## config.mk

```make
export PLATFORM = sky130hd
export DESIGN_NAME = muldiv_unit
export DESIGN_NICKNAME = d
export VERILOG_FILES = /design/src/rtl/muldiv_unit.sv
export SDC_FILE = /design/constraint.sdc
export NUM_CORES = 1
export LEC_CHECK = 0
export CAP_MARGIN = 0
export CORE_ASPECT_RATIO = 0.6
export CORE_MARGIN = 2
export CORE_UTILIZATION = 35
export CTS_CLUSTER_SIZE = 25
export DETAILED_ROUTE_END_ITERATION = 10
export DONT_BUFFER_PORTS = 1
export GPL_TIMING_DRIVEN = 0
export SYNTH_ARGS = -nofsm -noshare
export SYNTH_HDL_FRONTEND = slang
export SYNTH_SLANG_ARGS = --single-unit
```

## constraint.sdc

```tcl
create_clock -name clk -period 10.8 [get_ports clk]
set_input_delay 1.08 -clock clk [delete_from_list [all_inputs] [get_ports clk]]
set_output_delay 1.08 -clock clk [all_outputs]
set_load 0.02 [all_outputs]
```

## src/rtl/muldiv_unit.sv

```systemverilog
`default_nettype none
// ============================================================================
//  Module      : muldiv_unit
//  Description : Iterative multiply/divide unit with dedicated HI/LO
//                registers. Executes MULT, MULTU, DIV, DIVU in WIDTH+1
//                cycles (WIDTH iterations plus one sign-fixup/write cycle)
//                and services MTHI/MTLO moves while idle.
//  Revision    : 1.0 - initial release
// ============================================================================
module muldiv_unit #(
    parameter int WIDTH = 32
) (
    input  logic             clk,
    input  logic             rst_n,
    input  logic             start,
    input  logic [1:0]       op,
    input  logic             mthi,
    input  logic             mtlo,
    input  logic [WIDTH-1:0] busA,
    input  logic [WIDTH-1:0] busB,
    output logic [WIDTH-1:0] hi,
    output logic [WIDTH-1:0] lo,
    output logic             busy,
    output logic             done
);

    // Counter only needs to reach WIDTH-1.
    localparam int               CW   = (WIDTH > 1) ? $clog2(WIDTH) : 1;
    localparam logic [CW-1:0]    LAST = CW'(WIDTH - 1);

    typedef enum logic [1:0] {
        S_IDLE = 2'd0,
        S_RUN  = 2'd1,
        S_FIX  = 2'd2
    } state_t;

    state_t               state_q, state_d;
    logic [CW-1:0]        cnt_q, cnt_d;
    // Multiply: full 2*WIDTH product/multiplier shift register.
    // Divide:   low half holds dividend bits shifting out / quotient shifting in.
    logic [2*WIDTH-1:0]   acc_q, acc_d;
    // Partial remainder for divide; its implicit extra bit lives in div_shift.
    logic [WIDTH-1:0]     rem_q, rem_d;
    // Multiplicand magnitude (multiply) or divisor magnitude (divide).
    logic [WIDTH-1:0]     opnd_q, opnd_d;
    logic                 is_div_q, is_div_d;
    logic                 res_neg_q, res_neg_d;
    logic                 rem_neg_q, rem_neg_d;
    logic                 dbz_q, dbz_d;
    logic [WIDTH-1:0]     hi_q, hi_d;
    logic [WIDTH-1:0]     lo_q, lo_d;
    logic                 busy_q, busy_d;
    logic                 done_q, done_d;

    // Operand conditioning at launch: magnitudes only for the signed ops.
    logic                 signed_op;
    logic                 a_neg, b_neg;
    logic [WIDTH-1:0]     a_mag, b_mag;

    // Per-iteration datapath results.
    logic [WIDTH:0]       mul_sum;
    logic [2*WIDTH-1:0]   mul_next;
    logic [WIDTH:0]       div_shift;
    logic [WIDTH:0]       div_diff;
    logic                 div_ge;
    logic [WIDTH-1:0]     div_rem_next;
    logic [WIDTH-1:0]     div_quo_next;

    // Final sign-corrected results written during FIX.
    logic [2*WIDTH-1:0]   prod_fix;
    logic [WIDTH-1:0]     quo_fix;
    logic [WIDTH-1:0]     rem_fix;

    // Launch-time operand magnitudes and sign flags.
    always_comb begin
        signed_op = ~op[0];
        a_neg     = signed_op & busA[WIDTH-1];
        b_neg     = signed_op & busB[WIDTH-1];
        a_mag     = a_neg ? (~busA + 1'b1) : busA;
        b_mag     = b_neg ? (~busB + 1'b1) : busB;
    end

    // One shift-add step and one restoring-divide step, both from current state.
    always_comb begin
        // Shift-add: add multiplicand into the upper half when the current
        // multiplier LSB is set, then shift the whole product right by one.
        mul_sum      = {1'b0, acc_q[2*WIDTH-1:WIDTH]}
                     + (acc_q[0] ? {1'b0, opnd_q} : {(WIDTH+1){1'b0}});
        mul_next     = {mul_sum, acc_q[WIDTH-1:1]};

        // Restoring divide: bring in the next dividend bit, trial-subtract,
        // keep the difference only if it did not go negative.
        div_shift    = {rem_q, acc_q[WIDTH-1]};
        div_diff     = div_shift - {1'b0, opnd_q};
        div_ge       = ~div_diff[WIDTH];
        div_rem_next = div_ge ? div_diff[WIDTH-1:0] : div_shift[WIDTH-1:0];
        div_quo_next = {acc_q[WIDTH-2:0], div_ge};
    end

    // Sign fixup. Divide-by-zero forces an all-ones quotient; the remainder
    // then equals the original dividend once its sign is restored.
    always_comb begin
        prod_fix = res_neg_q ? (~acc_q + 1'b1) : acc_q;
        if (dbz_q) begin
            quo_fix = {WIDTH{1'b1}};
        end else begin
            quo_fix = res_neg_q ? (~acc_q[WIDTH-1:0] + 1'b1) : acc_q[WIDTH-1:0];
        end
        rem_fix = rem_neg_q ? (~rem_q + 1'b1) : rem_q;
    end

    // Next-state and datapath control for IDLE -> RUN -> FIX -> IDLE.
    always_comb begin
        state_d   = state_q;
        cnt_d     = cnt_q;
        acc_d     = acc_q;
        rem_d     = rem_q;
        opnd_d    = opnd_q;
        is_div_d  = is_div_q;
        res_neg_d = res_neg_q;
        rem_neg_d = rem_neg_q;
        dbz_d     = dbz_q;
        hi_d      = hi_q;
        lo_d      = lo_q;
        busy_d    = busy_q;
        done_d    = 1'b0;

        case (state_q)
            S_IDLE: begin
                busy_d = 1'b0;
                if (start) begin
                    // start has priority; any simultaneous move is dropped.
                    state_d   = S_RUN;
                    busy_d    = 1'b1;
                    cnt_d     = '0;
                    is_div_d  = op[1];
                    res_neg_d = a_neg ^ b_neg;
                    rem_neg_d = a_neg;
                    dbz_d     = (busB == '0);
                    rem_d     = '0;
                    if (op[1]) begin
                        acc_d  = {{WIDTH{1'b0}}, a_mag};
                        opnd_d = b_mag;
                    end else begin
                        acc_d  = {{WIDTH{1'b0}}, b_mag};
                        opnd_d = a_mag;
                    end
                end else begin
                    if (mthi) begin
                        hi_d = busA;
                    end
                    if (mtlo) begin
                        lo_d = busA;
                    end
                end
            end

            S_RUN: begin
                busy_d = 1'b1;
                cnt_d  = cnt_q + 1'b1;
                if (is_div_q) begin
                    acc_d = {acc_q[2*WIDTH-1:WIDTH], div_quo_next};
                    rem_d = div_rem_next;
                end else begin
                    acc_d = mul_next;
                end
                if (cnt_q == LAST) begin
                    state_d = S_FIX;
                end
            end

            S_FIX: begin
                // HI/LO change only here, both in the same edge.
                if (is_div_q) begin
                    lo_d = quo_fix;
                    hi_d = rem_fix;
                end else begin
                    lo_d = prod_fix[WIDTH-1:0];
                    hi_d = prod_fix[2*WIDTH-1:WIDTH];
                end
                done_d  = 1'b1;
                busy_d  = 1'b0;
                state_d = S_IDLE;
            end

            default: begin
                busy_d  = 1'b0;
                state_d = S_IDLE;
            end
        endcase
    end

    // State and datapath registers; reset abandons any operation in flight.
    always_ff @(posedge clk or negedge rst_n) begin
        if (!rst_n) begin
            state_q   <= S_IDLE;
            cnt_q     <= '0;
            acc_q     <= '0;
            rem_q     <= '0;
            opnd_q    <= '0;
            is_div_q  <= 1'b0;
            res_neg_q <= 1'b0;
            rem_neg_q <= 1'b0;
            dbz_q     <= 1'b0;
            hi_q      <= '0;
            lo_q      <= '0;
            busy_q    <= 1'b0;
            done_q    <= 1'b0;
        end else begin
            state_q   <= state_d;
            cnt_q     <= cnt_d;
            acc_q     <= acc_d;
            rem_q     <= rem_d;
            opnd_q    <= opnd_d;
            is_div_q  <= is_div_d;
            res_neg_q <= res_neg_d;
            rem_neg_q <= rem_neg_d;
            dbz_q     <= dbz_d;
            hi_q      <= hi_d;
            lo_q      <= lo_d;
            busy_q    <= busy_d;
            done_q    <= done_d;
        end
    end

    assign hi   = hi_q;
    assign lo   = lo_q;
    assign busy = busy_q;
    assign done = done_q;

endmodule
`default_nettype wire

```

==> reports/qor.yml, run 1 <==
outcome: "completed"
p_per_area_nw_per_um2: 359
cp-end-kind: "flop"
std_cell_rows: 61
core_sq_um: 46600
ys_ff_latch: 205
min_period_over_period_pct: 50.4
skew_ns: 0.0451
multi_input_area_sq_um: 10800
finalMaxSlewViolations: 0
crit_arrival_ns: 5.80
cp_slowest_stage_delay_ns: 1.07
min_path_type: "input pin to asynchronous set/reset pin"
chipHeight_microns: 173
postCtsResizedCells: 0
cp-startpoint: "acc_q[31]"
antenna_found_initial: 0
place_area_sq_um: 17500
worstMarginPinSlew_ns: 1.25
crit_type: "flop to flop"
max_freq_mhz: 184
stdcell_count: 2712
layout.nets: 2210
slew_headroom_pct: 15.3
drt_pre_antenna_iters: 6
root_buffer: "clkbuf_16"
vias_per_cell: 6.35
drc: 0
final_design_area_no_fill_sq_um: 18300
area.sequential_sq_um: 5130
setup_viol: 0
cp_cell_sequence: "inv_1 -> ha_1 -> fa_1 -> nand2b_1 -> a21oi_1 -> o21a_1 -> nand2_1 -> and3_1 -> o21ai_1 -> a21oi_1 -> clkbuf_1 -> clkbuf_1 -> clkbuf_1 -> o311ai_0 -> o211ai_1"
final.setup.tns_ns: 0
drive_gt1_share_pct: 3.36
clock_sinks: 205
cts_max_path_buffers: 3
cts_setup_buffers: 0
start_util_pct: 35.8
synth_area_sq_um: 16700
path_buf_inv: 4
cts_buffers: 22
maxCapViolations: 0
synthArstFlopShare_pct: 100
crit_family: "compound AO/OA/AOI/OAI gates"
post-route-util_pct: 39.2
synthDominantCellAreaShare_pct: 30.8
peakVddDrop_v: 0.000136
finalWirelength_microns: 75600
postCtsHoldBufs: 0
cts_htree_levels: 1
diodes: 0
cp_common_cell: "clkbuf_1"
post-route-min-period_ns: 5.44
synthCells: 2042
ys.flop_type: "dfrtp_1"
die_area_sq_um: 49500
routedWlPerCell_microns: 27.9
io_buffers: 0
power.leakage_uw: 0.00723
via_count: 17200
place_inst: 2673
required_ns: 11.16
synth-edff-count: 0
synth_nets: 2185
grt_pass1_vias: 15500
postRouteAntennaNets: 0
worstPathMaxFanout: 10
nFillCells: 4754
cts_tree: "done"
worst_skew_pair.late_latency_ns: 0.56
overflow: 0
final_cell_mix: "nand2_1 (215), dfrtp_1 (205), o21ai_0 (170), a21oi_1 (169), nor2_1 (150)"
grt_max_degree: 206
drt_iter0_markers: 2478
final_common_cell: "nand2_1"
grt_usage_pct: 29.7
dieWidth_microns: 286
synthTopCellsByArea: "dfrtp_1 (31%), xor2_1 (6.0%), ha_1 (5.3%)"
yosys_warnings: 0
avgSynthCellArea_sq_um: 8.17
syn2layout_area_growth_pct: 9.51
ys_seq_area_share_pct: 30.8
synth.distinct_cells: 73
gp_congestion: 1.06
dp_hpwl_microns: 61000
rsz0062_at_grt: "false"
synth_top_area_cell: "dfrtp_1"
grt_first_pass_wirelength_microns: 109000
clkSlewWorstSetupHoldPaths_ns: 0.06
r2r-start: "acc_q[31]"
startpoint_type: "flop"
top_level_ports: 137
critPathSlowestCell: "o311ai_0"
power.total_uw: 6560
finalHoldViolCount: 0
## power breakdown
part | switching, uW | internal (uW) | total (uW) | leakage, uW
Clock | 355 | 490 | 844 | 0.000386
Sequential | 818 | 1140 | 1960 | 0.00249
Combinational | 2360 | 1400 | 3760 | 0.00435
## sequential cells by signal, indices dropped and copies added (netlist names)
| name | cells |
|---|---|
| dbz_q | 1 |
| res_neg_q | 1 |
| hi | 32 |
| acc_q | 64 |
| done | 1 |
| cnt_q | 5 |
| lo | 32 |
| rem_q | 32 |
| rem_neg_q | 1 |
| opnd_q | 32 |
| is_div_q | 1 |
| state_q | 2 |
| busy | 1 |
## logic make-up (layout without fill, tap and decap cells)
kind of cell	count (synthesis)	after routing	share of synthesized area (%)
adders and majority gates	72	72	5.49
muxes	74	74	4.51
buffers and inverters	211	251	4.76
AOI/OAI and AO/OA	705	705	27.7
and+or+nand+nor	584	584	16.7
DFF	205	205	30.8
xor gates and xnor gates	191	191	10.0
## layout make-up
cell class	instances	area share (%)
inverters	69	1.42
flip-flops and latches	205	28.1
plain buffers	142	2.93
well taps	630	4.32
clock inverters	9	0.781
multi-input cells	1626	58.9
clock buffers	30	3.51
repair buffers	1	0.0411
## cell usage after synthesis (53+ instances only)
master / count
clkbuf_1: 128
ha_1: 70
xnor2_1: 77
o21ai_0: 170
o31ai_1: 53
a21oi_1: 169
dfrtp_1: 205
nor2_1: 150
nand2_1: 215
mux2i_1: 65
inv_1: 69
xor2_1: 114
## per-layer routing
| metal | global-route usage [%] | share of wire (%) | wire length [microns] | up-vias |
|---|---|---|---|---|
| li1 | - | - | - | 7587 |
| met3 | 18.4 | 19 | 14700 | 67 |
| met5 | 0 | 0 | 0 | - |
| met2 | 33.8 | 34 | 25500 | 1229 |
| met1 | 45.7 | 46 | 34500 | 8336 |
| met4 | 3.56 | 1.2 | 895 | 0 |
## worst reg2reg max path: stages, from the launching register on
cell	delay [ns]
dfrtp_1	0.55
inv_1	0.25
ha_1	0.31
fa_1	0.43
nand2b_1	0.19
a21oi_1	0.25
o21a_1	0.35
nand2_1	0.13
and3_1	0.26
o21ai_1	0.25
a21oi_1	0.11
clkbuf_1	0.30
clkbuf_1	0.31
clkbuf_1	0.29
o311ai_0	1.07
o211ai_1	0.22
## through the flow
| step | hold slack, ns | worst slack (ns) |
|---|---|---|
| 2_1_floorplan | 0.449 | 7.39 |
| 3_3_place_gp | 0.470 | 5.89 |
| 3_5_place_dp | 0.475 | 5.81 |
| 4_1_cts | 0.209 | 5.80 |
| 5_1_grt | 0.212 | 5.39 |
| 6_report | 0.229 | 5.36 |
## path summary, 6_finish.rpt
path / end / slack (ns) / cells past startpoint
min in group clk: opnd_q[11] / 0.49 / 2
max in group asynchronous: rem_q[5] / 9.78 / 0
min reg2reg: opnd_q[11] / 0.49 / 2
max reg2reg: rem_q[14] / 5.36 / 15
max: rem_q[14] / 5.36 / 15
min: done / 0.23 / 0
Power figures use the tool's default switching activity.
==> run 2, diff against run 1 <==
==> constraint.sdc (replaced) <==
create_clock -name clk -period 5.1 [get_ports clk]
set_input_delay 0.51 -clock clk [delete_from_list [all_inputs] [get_ports clk]]
set_output_delay 0.51 -clock clk [all_outputs]
set_load 0.02 [all_outputs]
==> reports/qor.yml, run 2 (synthesis results as in run 1) <==
cts_max_path_buffers: 3
die_area_sq_um: 49500
diodes: 0
max_freq_mhz: 202
dp_hpwl_microns: 61000
finalHoldViolCount: 205
fin_hold_ws_ns: -0.343
overflow: 0
grt_pass1_vias: 15500
drc: 0
largest_reg_flops: 64
grt_max_degree: 206
clkSlewWorstSetupHoldPaths_ns: 0.06
worst_skew_pair.late_latency_ns: 0.56
violations: "negative hold slack"
top_level_ports: 137
min_path_type: "input pin to asynchronous set/reset pin"
peakVddDrop_v: 0.000290
dieWidth_microns: 286
skew_ns: 0.0462
finalMaxSlewViolations: 0
cts_htree_levels: 1
final_common_cell: "nand2_1"
drt_iter0_markers: 2412
worstPathMaxFanout: 10
antenna_found_initial: 0
cp-end-kind: "flop"
syn2layout_area_growth_pct: 9.58
maxCapViolations: 0
finalWirelength_microns: 75500
grt_first_pass_wirelength_microns: 109000
min_period_over_period_pct: 96.8
clock_sinks: 205
setup_viol: 0
vias_per_cell: 6.36
postRouteAntennaNets: 0
core_sq_um: 46600
outcome: "complete, but fails checks"
largest_register: "acc_q"
via_count: 17200
cp_slowest_stage_delay_ns: 0.58
layout.nets: 2209
final_cell_mix: "nand2_1 (215), dfrtp_1 (205), a21oi_1 (169), o21ai_0 (169), nor2_1 (150)"
slew_headroom_pct: 19.2
grt_usage_pct: 29.7
crit_arrival_ns: 5.40
crit_type: "flop to flop"
start_util_pct: 35.8
required_ns: 5.56
startpoint_type: "flop"
post-route-min-period_ns: 4.94
final.setup.tns_ns: 0
chipHeight_microns: 173
cts_buffers: 22
power.leakage_uw: 0.00724
cts_setup_buffers: 0
io_buffers: 0
root_buffer: "clkbuf_16"
std_cell_rows: 61
drive_gt1_share_pct: 3.51
worstMarginPinSlew_ns: 1.18
routedWlPerCell_microns: 27.8
cts_tree: "done"
p_per_area_nw_per_um2: 761
drt_pre_antenna_iters: 7
critPathSlowestCell: "and4b_1"
cp_cell_sequence: "inv_1 -> ha_1 -> fa_1 -> nand2b_1 -> a21oi_1 -> o21a_1 -> nand2_1 -> and3_1 -> o21ai_1 -> and4b_1 -> buf_2 -> clkbuf_1 -> o311ai_0 -> o211ai_1"
rsz0062_at_grt: "false"
gp_congestion: 1.06
==> run 2: cell type report <==
type	count	area [sq um]
clock inverters	9	143
plain buffers	141	533
flip-flops and latches	205	5130
fillers	4753	28400
inverters	69	259
well taps	630	788
multi-input cells	1626	10800
clock buffers	30	641
repair buffers	1	7.51
==> run 2: worst paths after layout <==
check / start / endpoint / slack (ns) / cells past startpoint
worst min-delay path: rst_n / done / -0.34 / 0
max in group asynchronous: rst_n / rem_q[5] / 4.68 / 0
worst max-delay path: acc_q[31] / rem_q[31] / 0.16 / 14
worst max register to register: acc_q[31] / rem_q[31] / 0.16 / 14
worst min register to register: opnd_q[15] / opnd_q[15] / 0.49 / 2
min in group clk: op[0] / res_neg_q / 0.05 / 1
==> run 2: where the power goes <==
part | leakage, uW | internal [uW] | switching, uW | total [uW]
logic | 0.00436 | 2970 | 5000 | 7980
registers | 0.00249 | 2410 | 1730 | 4140
clock network | 0.000386 | 1040 | 751 | 1790
==> run 2: metal layers <==
layer	vias to the layer above	track usage [%]	part of all wire [%]
met5	-	0	0
met4	0	3.56	1.1
met1	8414	45.7	45
li1	7587	-	-
met2	1180	33.8	34
met3	55	18.4	20
==> run 2: worst max-delay path, delay by kind of cell (launching register included) <==
kind	cells	cell delay [ns]
adder cells (fa/ha/maj)	2	0.75
buffers and inverters	3	1.02
AND/OR/NAND/NOR	4	1.15
AO/OA/AOI/OAI	5	1.37
flip-flops	1	0.56
==> run 2: through the flow <==
| step | util (%) | cell area (sq um) | setup WS, ns | std cells | power (uW) |
|---|---|---|---|---|---|
| 6_report | 39.2 | 18300 | 0.161 | 2711 | 13900 |
| 5_1_grt | 39.2 | 18300 | 0.0425 | 2711 | 14700 |
| 4_1_cts | 39.2 | 18300 | 0.0995 | 2712 | 13500 |
| 3_5_place_dp | 37.5 | 17500 | 0.109 | 2673 | 11700 |
| 3_3_place_gp | 37.5 | 17500 | 0.187 | 2672 | 11500 |
| 2_1_floorplan | - | 16700 | 1.69 | 2042 | 8960 |
==> run 2: what timing repair did <==
| item | 4_1_cts | 5_1_grt |
|---|---|---|
| setup endpoints to repair | 0 | 26 |
| resized for setup | 0 | 7 |
| endpoints found under the hold margin | 205 | 205 |
==> run 3, diff against run 2 <==
--- a/config.mk
+++ b/config.mk
@@ -5,7 +5,6 @@
 export SDC_FILE = /design/constraint.sdc
 export NUM_CORES = 1
 export LEC_CHECK = 0
-export CAP_MARGIN = 0
 export CORE_ASPECT_RATIO = 0.6
 export CORE_MARGIN = 2
 export CORE_UTILIZATION = 35
@@ -13,6 +12,7 @@
 export DETAILED_ROUTE_END_ITERATION = 10
 export DONT_BUFFER_PORTS = 1
 export GPL_TIMING_DRIVEN = 0
+export SETUP_SLACK_MARGIN = 0.4
 export SYNTH_ARGS = -nofsm -noshare
 export SYNTH_HDL_FRONTEND = slang
 export SYNTH_SLANG_ARGS = --single-unit
==> reports/qor.yml, run 3 (synthesis results as in run 1) <==
finalMaxSlewViolations: 0
finalWirelength_microns: 75600
antenna_found_initial: 0
start_util_pct: 35.8
crit_type: "flop to flop"
post-route-min-period_ns: 4.67
gp_congestion: 1.06
cp-end-kind: "flop"
multi_input_area_sq_um: 10800
core_sq_um: 46600
peakVddDrop_v: 0.000288
post-route-util_pct: 39.3
dieWidth_microns: 286
final_cell_mix: "nand2_1 (215), dfrtp_1 (205), a21oi_1 (169), o21ai_0 (169), nor2_1 (150)"
power.leakage_uw: 0.00730
worstPathMaxFanout: 10
nFillCells: 4752
io_buffers: 0
grt_first_pass_wirelength_microns: 109000
chipHeight_microns: 173
p_per_area_nw_per_um2: 762
largest_reg_flops: 64
worst_skew_pair.late_latency_ns: 0.56
postRouteAntennaNets: 0
startpoint_type: "flop"
slew_headroom_pct: 25.0
area.sequential_sq_um: 5130
vias_per_cell: 6.34
via_count: 17200
grt_usage_pct: 29.7
cts_buffers: 22
min_path_type: "input pin to asynchronous set/reset pin"
drt_pre_antenna_iters: 6
setup_viol: 0
cts_tree: "done"
rsz0062_at_grt: "true"
dp_hpwl_microns: 61000
routedWlPerCell_microns: 27.9
worstMarginPinSlew_ns: 1.10
final.setup.tns_ns: 0
drc: 0
max_freq_mhz: 214
die_area_sq_um: 49500
layout.nets: 2210
grt_pass1_vias: 15500
diodes: 0
min_period_over_period_pct: 91.5
clkSlewWorstSetupHoldPaths_ns: 0.06
std_cell_rows: 61
violations: "negative hold slack"
finalHoldViolCount: 205
cts_htree_levels: 1
stdcell_count: 2712
drive_gt1_share_pct: 4.03
drt_iter0_markers: 2571
top_level_ports: 137
final_common_cell: "nand2_1"
place_inst: 2673
syn2layout_area_growth_pct: 9.81
place_area_sq_um: 17500
crit_arrival_ns: 5.07
root_buffer: "clkbuf_16"
outcome: "complete, but fails checks"
required_ns: 5.50
largest_register: "acc_q"
skew_ns: 0.0465
cts_setup_buffers: 0
clock_sinks: 205
maxCapViolations: 0
cts_max_path_buffers: 3
overflow: 0
final_design_area_no_fill_sq_um: 18300
grt_max_degree: 206
fin_hold_ws_ns: -0.343
run 3: changes by cell type in the layout (fill, tap and decap cells not counted):
cell,change
o31ai_2,+1
clkbuf_2,+8
o21a_2,+1
o41ai_4,+1
o311ai_0,-2
clkbuf_1,-7
o21a_1,-1
o311ai_2,+1
o41ai_2,-1
o311ai_1,+1
o31ai_1,-1
run 3: where the power goes:
part	total, uW	internal (uW)	switching [uW]
clock	1790	1040	754
sequential	4140	2410	1730
combinational	8030	2990	5030
total	14000	6440	7520
run 3: stage by stage:
stage                     worst slack, ns  total power (uW)  hold WS, ns
after floorplan                      1.69              8960        0.214
after global placement              0.187             11500        0.229
after detailed placement            0.109             11700        0.229
after CTS                           0.357             13500       -0.361
after global routing                0.328             14700       -0.358
final                               0.433             14000       -0.343
run 3: final timing paths:
check	to	startpoint	depth (start not counted)	slack, ns
max in group asynchronous	rem_q[5]	rst_n	0	4.71
min in group clk	res_neg_q	op[0]	1	0.04
worst max-delay path	rem_q[14]	acc_q[31]	15	0.43
worst min-delay path	done	rst_n	0	-0.34
worst min register to register	opnd_q[11]	opnd_q[11]	2	0.49
worst max register to register	rem_q[14]	acc_q[31]	15	0.43
run 3: routing by layer:
| layer | up-vias | wire length [microns] | global-route usage, % |
|---|---|---|---|
| li1 | 7592 | - | - |
| met4 | 0 | 1050 | 3.56 |
| met3 | 72 | 14400 | 18.5 |
| met5 | - | 0 | 0 |
| met1 | 8352 | 34700 | 45.6 |
| met2 | 1180 | 25300 | 33.8 |
run 3: final cells by class:
type,instances,share of cell area [%]
flip-flops and latches,205,28.0
inverters,69,1.41
clock inverters,9,0.779
clock buffers,30,3.50
well taps,630,4.30
plain buffers,142,2.99
repair buffers,1,0.0410
multi-input cells,1626,59.0
run 3: repair_timing:
item                                    in CTS  in global routing
gates resized for setup                      5                 22
hold endpoints to repair                   205                205
endpoints found under the setup margin      29                 38
run 3: worst max-delay path, cell delays in order, from the launching register on:
cell and delay (ns):
dfrtp_1 0.55, inv_1 0.25, ha_1 0.32, fa_1 0.43, nand2b_1 0.19, a21oi_1 0.25
o21a_2 0.28, nand2_1 0.10, and3_1 0.24, o21ai_1 0.24, a21oi_1 0.11, clkbuf_1 0.31
clkbuf_2 0.30, clkbuf_1 0.29, o311ai_2 0.50, o211ai_1 0.18
